===== config.mk =====
export PLATFORM = sky130hd
export DESIGN_NAME = rv32_cpu_regfile_sb
export DESIGN_NICKNAME = d
export VERILOG_FILES = /design/src/rtl/rv32_cpu_regfile_sb.sv
export SDC_FILE = /design/constraint.sdc
export NUM_CORES = 2
export LEC_CHECK = 0
export CAP_MARGIN = 5
export CORE_UTILIZATION = 33
export CTS_BUF_LIST = sky130_fd_sc_hd__clkbuf_4 sky130_fd_sc_hd__clkbuf_8
export DETAILED_ROUTE_END_ITERATION = 6
export SLEW_MARGIN = 20
export SYNTH_ARGS = -nofsm -noshare
export SYNTH_HDL_FRONTEND = slang
export SYNTH_SLANG_ARGS = --single-unit

===== constraint.sdc =====
create_clock -name i_clk -period 5 [get_ports i_clk]
set_input_delay 0.75 -clock i_clk [delete_from_list [all_inputs] [get_ports i_clk]]
set_output_delay 0.75 -clock i_clk [all_outputs]
set_load 0.005 [all_outputs]

===== src/rtl/rv32_cpu_regfile_sb.sv =====
// Integer register file with two write-back ports, bypassed synchronous reads,
// a busy scoreboard and a post-reset zeroing sweep. Optional parity: RF_PARITY_EN.
module rv32_cpu_regfile_sb #(
  parameter int XLEN   = 32,
  parameter int RVE    = 0,
  parameter int RS3_EN = 1
) (
  input  logic            i_clk,
  input  logic            i_rstn,
  output logic            o_ready,
  input  logic            i_wa_en,
  input  logic [4:0]      i_wa_addr,
  input  logic [XLEN-1:0] i_wa_data,
  input  logic            i_wb_en,
  input  logic [4:0]      i_wb_addr,
  input  logic [XLEN-1:0] i_wb_data,
  input  logic            i_iss_en,
  input  logic [4:0]      i_iss_rd,
`ifdef RF_PARITY_EN
  input  logic            i_par_inject,
`endif
  input  logic            i_rd_en,
  input  logic [4:0]      i_rs1_addr,
  input  logic [4:0]      i_rs2_addr,
  input  logic [4:0]      i_rs3_addr,
  output logic [XLEN-1:0] o_rs1,
  output logic [XLEN-1:0] o_rs2,
  output logic [XLEN-1:0] o_rs3,
  output logic            o_hazard,
  output logic [31:0]     o_busy,
  output logic [2:0]      o_par_err
);

  localparam int DEPTH = (RVE != 0) ? 16 : 32;
  localparam int AW    = (RVE != 0) ? 4 : 5;
  localparam logic [31:0] BUSY_MASK = (DEPTH == 32) ? 32'hFFFF_FFFF : 32'h0000_FFFF;

  typedef enum logic {ST_INIT, ST_RUN} state_t;

  state_t            r_state;
  state_t            w_state_nxt;
  logic [AW-1:0]     r_cnt;
  logic              w_run;
  logic [XLEN-1:0]   r_mem [DEPTH];
  logic [31:0]       r_busy;
  logic [31:0]       w_busy_nxt;
  logic              w_wa_act;
  logic              w_wb_act;
  logic              w_iss_act;
  logic              w_rs3_busy;
  logic [4:0]        w_rs_addr [3];
  logic [XLEN-1:0]   w_rd_data [3];
  logic [XLEN-1:0]   r_rs [3];
`ifdef RF_PARITY_EN
  logic              r_par [DEPTH];
  logic [2:0]        w_rd_perr;
  logic [2:0]        r_perr;
`endif

  // Writable/readable architectural address: x0 is hardwired, x16..x31 absent under RVE.
  function automatic logic addr_ok(input logic [4:0] a);
    return (a != 5'd0) && !((RVE != 0) && a[4]);
  endfunction

  // Handshake: there is no backpressure. Write, issue and read inputs are honoured
  // only while o_ready=1; before that they are discarded without acknowledgement.
  always_ff @(posedge i_clk or negedge i_rstn) begin
    if (!i_rstn) begin
      r_state <= ST_INIT;
      r_cnt   <= '0;
    end else begin
      r_state <= w_state_nxt;
      if (r_state == ST_INIT) r_cnt <= r_cnt + AW'(1);
    end
  end

  always_comb begin
    w_state_nxt = r_state;
    if (r_state == ST_INIT && r_cnt == AW'(DEPTH - 1)) w_state_nxt = ST_RUN;
  end

  assign w_run     = (r_state == ST_RUN);
  assign o_ready   = w_run;
  assign w_wa_act  = w_run && i_wa_en  && addr_ok(i_wa_addr);
  assign w_wb_act  = w_run && i_wb_en  && addr_ok(i_wb_addr);
  assign w_iss_act = w_run && i_iss_en && addr_ok(i_iss_rd);

  // Port A is written last so it wins a same-address collision with port B.
  always_ff @(posedge i_clk) begin
    if (!w_run) begin
      r_mem[r_cnt] <= '0;
`ifdef RF_PARITY_EN
      r_par[r_cnt] <= 1'b0;
`endif
    end else begin
      if (w_wb_act) begin
        r_mem[i_wb_addr[AW-1:0]] <= i_wb_data;
`ifdef RF_PARITY_EN
        r_par[i_wb_addr[AW-1:0]] <= ^i_wb_data;
`endif
      end
      if (w_wa_act) begin
        r_mem[i_wa_addr[AW-1:0]] <= i_wa_data;
`ifdef RF_PARITY_EN
        r_par[i_wa_addr[AW-1:0]] <= (^i_wa_data) ^ i_par_inject;
`endif
      end
    end
  end

  // Issue is applied after completion so a same-cycle set/clear leaves the bit set.
  always_comb begin
    w_busy_nxt = r_busy;
    if (w_wb_act)  w_busy_nxt[i_wb_addr] = 1'b0;
    if (w_iss_act) w_busy_nxt[i_iss_rd]  = 1'b1;
  end

  always_ff @(posedge i_clk or negedge i_rstn) begin
    if (!i_rstn) r_busy <= '0;
    else         r_busy <= w_busy_nxt;
  end

  assign o_busy     = r_busy & BUSY_MASK;
  assign w_rs3_busy = (RS3_EN != 0) && r_busy[i_rs3_addr];
  assign o_hazard   = w_run && ((i_rd_en && (r_busy[i_rs1_addr] || r_busy[i_rs2_addr] || w_rs3_busy))
                              || (i_iss_en && r_busy[i_iss_rd]));

  assign w_rs_addr[0] = i_rs1_addr;
  assign w_rs_addr[1] = i_rs2_addr;
  assign w_rs_addr[2] = i_rs3_addr;

  always_comb begin
    w_rd_data = '{default: '0};
`ifdef RF_PARITY_EN
    w_rd_perr = 3'b000;
`endif
    for (int p = 0; p < 3; p++) begin
      if (addr_ok(w_rs_addr[p]) && (p != 2 || RS3_EN != 0)) begin
        if (w_wa_act && i_wa_addr == w_rs_addr[p]) begin
          w_rd_data[p] = i_wa_data;
        end else if (w_wb_act && i_wb_addr == w_rs_addr[p]) begin
          w_rd_data[p] = i_wb_data;
        end else begin
          w_rd_data[p] = r_mem[w_rs_addr[p][AW-1:0]];
`ifdef RF_PARITY_EN
          w_rd_perr[p] = (^r_mem[w_rs_addr[p][AW-1:0]]) ^ r_par[w_rs_addr[p][AW-1:0]];
`endif
        end
      end
    end
  end

  always_ff @(posedge i_clk or negedge i_rstn) begin
    if (!i_rstn) begin
      for (int p = 0; p < 3; p++) r_rs[p] <= '0;
    end else if (w_run && i_rd_en) begin
      for (int p = 0; p < 3; p++) r_rs[p] <= w_rd_data[p];
    end
  end

  assign o_rs1 = r_rs[0];
  assign o_rs2 = r_rs[1];
  assign o_rs3 = r_rs[2];

`ifdef RF_PARITY_EN
  // Error is a one-cycle pulse tied to the capture that observed it.
  always_ff @(posedge i_clk or negedge i_rstn) begin
    if (!i_rstn)                 r_perr <= 3'b000;
    else if (w_run && i_rd_en)   r_perr <= w_rd_perr;
    else                         r_perr <= 3'b000;
  end
  assign o_par_err = r_perr;
`else
  assign o_par_err = 3'b000;
`endif

endmodule

==> impl_metrics.tcl <==
set metrics [dict create \
    dieArea_um2 223400 \
    nFillCells 20670 \
    clockBufferDepth 3 \
    die_h_um 472.7 \
    hold_end "o_rs1[15]$_DFFE_PN0P_" \
    grt_pass1_vias 53690 \
    status "complete, no violations" \
    clk_latency_ps 1000 \
    setup_ws_ps 531.0 \
    hold_depth 3 \
    die_x_um 472.7 \
    rr_startpoint "o_ready$_DFFE_PN0P_" \
    fmax_mhz 223.8 \
    port_buffers 229 \
    wirelength_mm 299.3 \
    ys_warn_count 0 \
    swShare 0.2757 \
    finalHoldViolCount 0 \
    min-delay-start "i_rs1_addr[3]" \
    h-tree-depth 4 \
    hp-class "in -> reg" \
    setup_viol 0 \
    fin_skew_ps 48.96 \
    vias_per_cell 6.462 \
    cts.sink_count 1158 \
    post_cts_buffers 0 \
    vdd.ir_drop.worst_v 0.0002522 \
    design_area_um2 83700 \
    slew_violations 0 \
    cts-root-buf "clkbuf_8" \
    detail-route-antenna-nets 0 \
    crit_type "reg -> out" \
    place_hpwl_mm 182.1 \
    mostFrequentLayoutCells "nand2_1 (1053), o21ai_0 (1052), edfxtp_1 (1024)" \
    leakage_nw 27.91 \
    power_switching_mw 6.510 \
    p_comb_frac 0.146 \
    cp_max_fo 6 \
    rrSetupSlack_ps 1480 \
    dpl_worst_slack_ps 730.7 \
    final_nets 5715 \
    core_um2 219900 \
    cp_slowest_cell "nor4_1" \
    crit_start "o_busy[7]$_DFF_PN0_" \
    seqPwrFrac 0.464 \
    antenna_found_initial 19 \
    routabilityCongestion 0.9290 \
    drive_gt1_frac 0.2933 \
    ys_ff_latch 1158 \
    cap_violations 0 \
    cts_tree "yes" \
    synth_cell_types 51 \
    pin_count 233 \
    vias 56530 \
    fin_crit_ps 4469 \
    pwr-share-clk 0.390 \
    drt_iter0_markers 10680 \
    powerDensity_nw_per_um2 282.1 \
    min_period_over_period 0.8938 \
    crit_path_end_kind "output pin" \
    grt_pass1_wl_mm 415.0 \
    path_cells "mux4_2 > mux2_2 > o21ai_0 > a21oi_1 > nor4_1 > o21bai_1 > clkdlybuf4s50_1" \
    grt.total_usage 0.2634 \
    required_ps 4250 \
    first_pass_iters 7 \
    drcViolationCount 0 \
    cts.clk_slew.worst_paths_ps 70 \
    slew_headroom 0.05083 \
    r2r_end "r_mem[4][18]$_DFFE_PP_" \
    yosysSeqAreaShare 0.4665 \
    synth_area_per_cell_um2 13.00 \
    r2r_cells 7 \
    rsz0062_at_grt "no" \
    cp_slowest_stage_delay_ps 520 \
    timing.hold.ws_ps 321.9 \
    syn_inst 5624 \
    start_util 0.3324 \
    worstSetupStartpointType "flop" \
    setup_total_negative_slack_ps 0 \
    syn_area_um2 73100 \
    areaGrowthSynthToFinish_pct 14.50 \
    crit_arrival_ps 3720 \
    avgRoutedWirePerCell_um 34.21 \
    place_area_um2 79540 \
    cts_hold_buf 1 \
    ctsResizeCount 0 \
    grt_max_degree 136 \
    max_slew.worst_pin.slew_ps 1424 \
    p_int_mw 17.10 \
    cts_made_buffers 193 \
    final_common_cell "nand2_1" \
    gr-total-overflow 0 \
    rows 172 \
]
metrics by stage:
stage | total power, mW | std cells | utilization
CTS | 23.57 | 8738 | 0.3804
finish | 23.61 | 8749 | 0.3806
global route | 24.17 | 8747 | 0.3805
detailed placement | 14.53 | 8375 | 0.3617
global placement | 14.49 | 8375 | 0.3617
floorplan | 13.04 | 5626 | -
flip-flops by register name, indices dropped and copies added (netlist names):
register  flops
o_rs1        32
r_mem      1024
o_busy       32
o_rs2        32
o_ready       1
r_cnt         5
o_rs3        32
worst max path at each step:
stage	cells after the start	slack, ps	endpoint
2_1_floorplan	5	1100	r_mem[16][0]$_DFFE_PP_
4_1_cts	7	610	o_hazard
3_3_place_gp	10	790	o_rs2[5]$_DFFE_PN0P_
5_1_grt	7	540	o_hazard
6_report	7	530	o_hazard
3_5_place_dp	10	730	o_rs2[7]$_DFFE_PN0P_
power by group through the flow:
stage / clock [mW] / sequential, mW / combinational (mW)
after CTS: 9.23 / 10.9 / 3.40
after global routing: 9.62 / 11.0 / 3.60
final: 9.21 / 11.0 / 3.45
after global placement: 0 / 11.1 / 3.35
after detailed placement: 0 / 11.1 / 3.39
after floorplan: 0 / 11.1 / 1.98
final cells by class:
cell class                      instances  area, µm²  share of cell area
Multi-Input combinational cell       3674      36440              0.4354
Inverter                               71      271.5            0.003244
Clock buffer                          292       3575             0.04271
Tap cell                             2958       3701             0.04422
Antenna cell                           11      27.53           0.0003289
Sequential cell                      1158      34100              0.4074
Clock inverter                         70      544.3            0.006503
Timing Repair Buffer                  515       5035             0.06015
Yosys cell counts (all sizes together):
library cell / count / area [µm²]
nor2b: 12 / 75.07
nor4b: 2 / 17.52
a21oi: 13 / 65.06
edfxtp: 1024 / 30750
a31oi: 1 / 6.260
a211oi: 2 / 15.01
buf: 211 / 1082
nor3: 12 / 60.06
o2111ai: 2 / 17.52
or2: 2 / 12.52
or4: 2 / 15.01
mux2i: 125 / 1251
clkbuf: 512 / 1922
inv: 71 / 266.5
a22oi: 106 / 795.8
a2111oi: 2 / 17.52
conb: 1 / 3.750
or3b: 4 / 35.03
and3: 2 / 12.51
nand4b: 2 / 17.52
mux4: 977 / 22000
dfrtp: 134 / 3353
mux2: 4 / 45.04
o21bai: 1 / 7.510
nand2: 1057 / 3968
xor2: 15 / 131.4
nor4: 3 / 18.77
a21boi: 2 / 15.01
a21o: 2 / 15.01
o211ai: 2 / 15.01
a41oi: 4 / 35.03
xnor2: 18 / 157.7
or3: 2 / 12.51
nor2: 61 / 241.5
nand3: 16 / 80.08
o221ai: 97 / 849.6
nand2b: 10 / 62.56
o21ai: 1058 / 5295
ha: 2 / 25.02
nand4: 9 / 56.30
o22ai: 31 / 193.9
nand3b: 7 / 52.55
o31ai: 2 / 15.01
and2: 2 / 12.51
critical path, delay by kind of cell, from the launching register on:
family / cells / cell delay (ps)
compound gates: 3 / 460
buf+inv: 1 / 490
flops: 1 / 480
mux: 2 / 790
simple gates: 1 / 520
routing by layer:
layer | up-vias | wire length, µm | GRT usage
li1 | 22170 | - | -
met1 | 28490 | 106600 | 0.3480
met2 | 5013 | 129400 | 0.3821
met3 | 848 | 45860 | 0.08353
met4 | 8 | 17350 | 0.1459
met5 | - | 134 | 0.003894
cells by family (layout without fill, tap and decap cells):
family,after synthesis,in the layout,share of synthesized area
other,1,14,0.00005130
and+or+nand+nor,1205,1205,0.06497
buffers and inverters,794,948,0.04474
adders and majority gates,2,2,0.0003423
DFF,1158,1158,0.4665
AOI/OAI and AO/OA,1325,1325,0.1007
muxes,1106,1106,0.3187
xor gates and xnor gates,33,33,0.003954
Note: power is estimated with default switching activity, not from simulation.
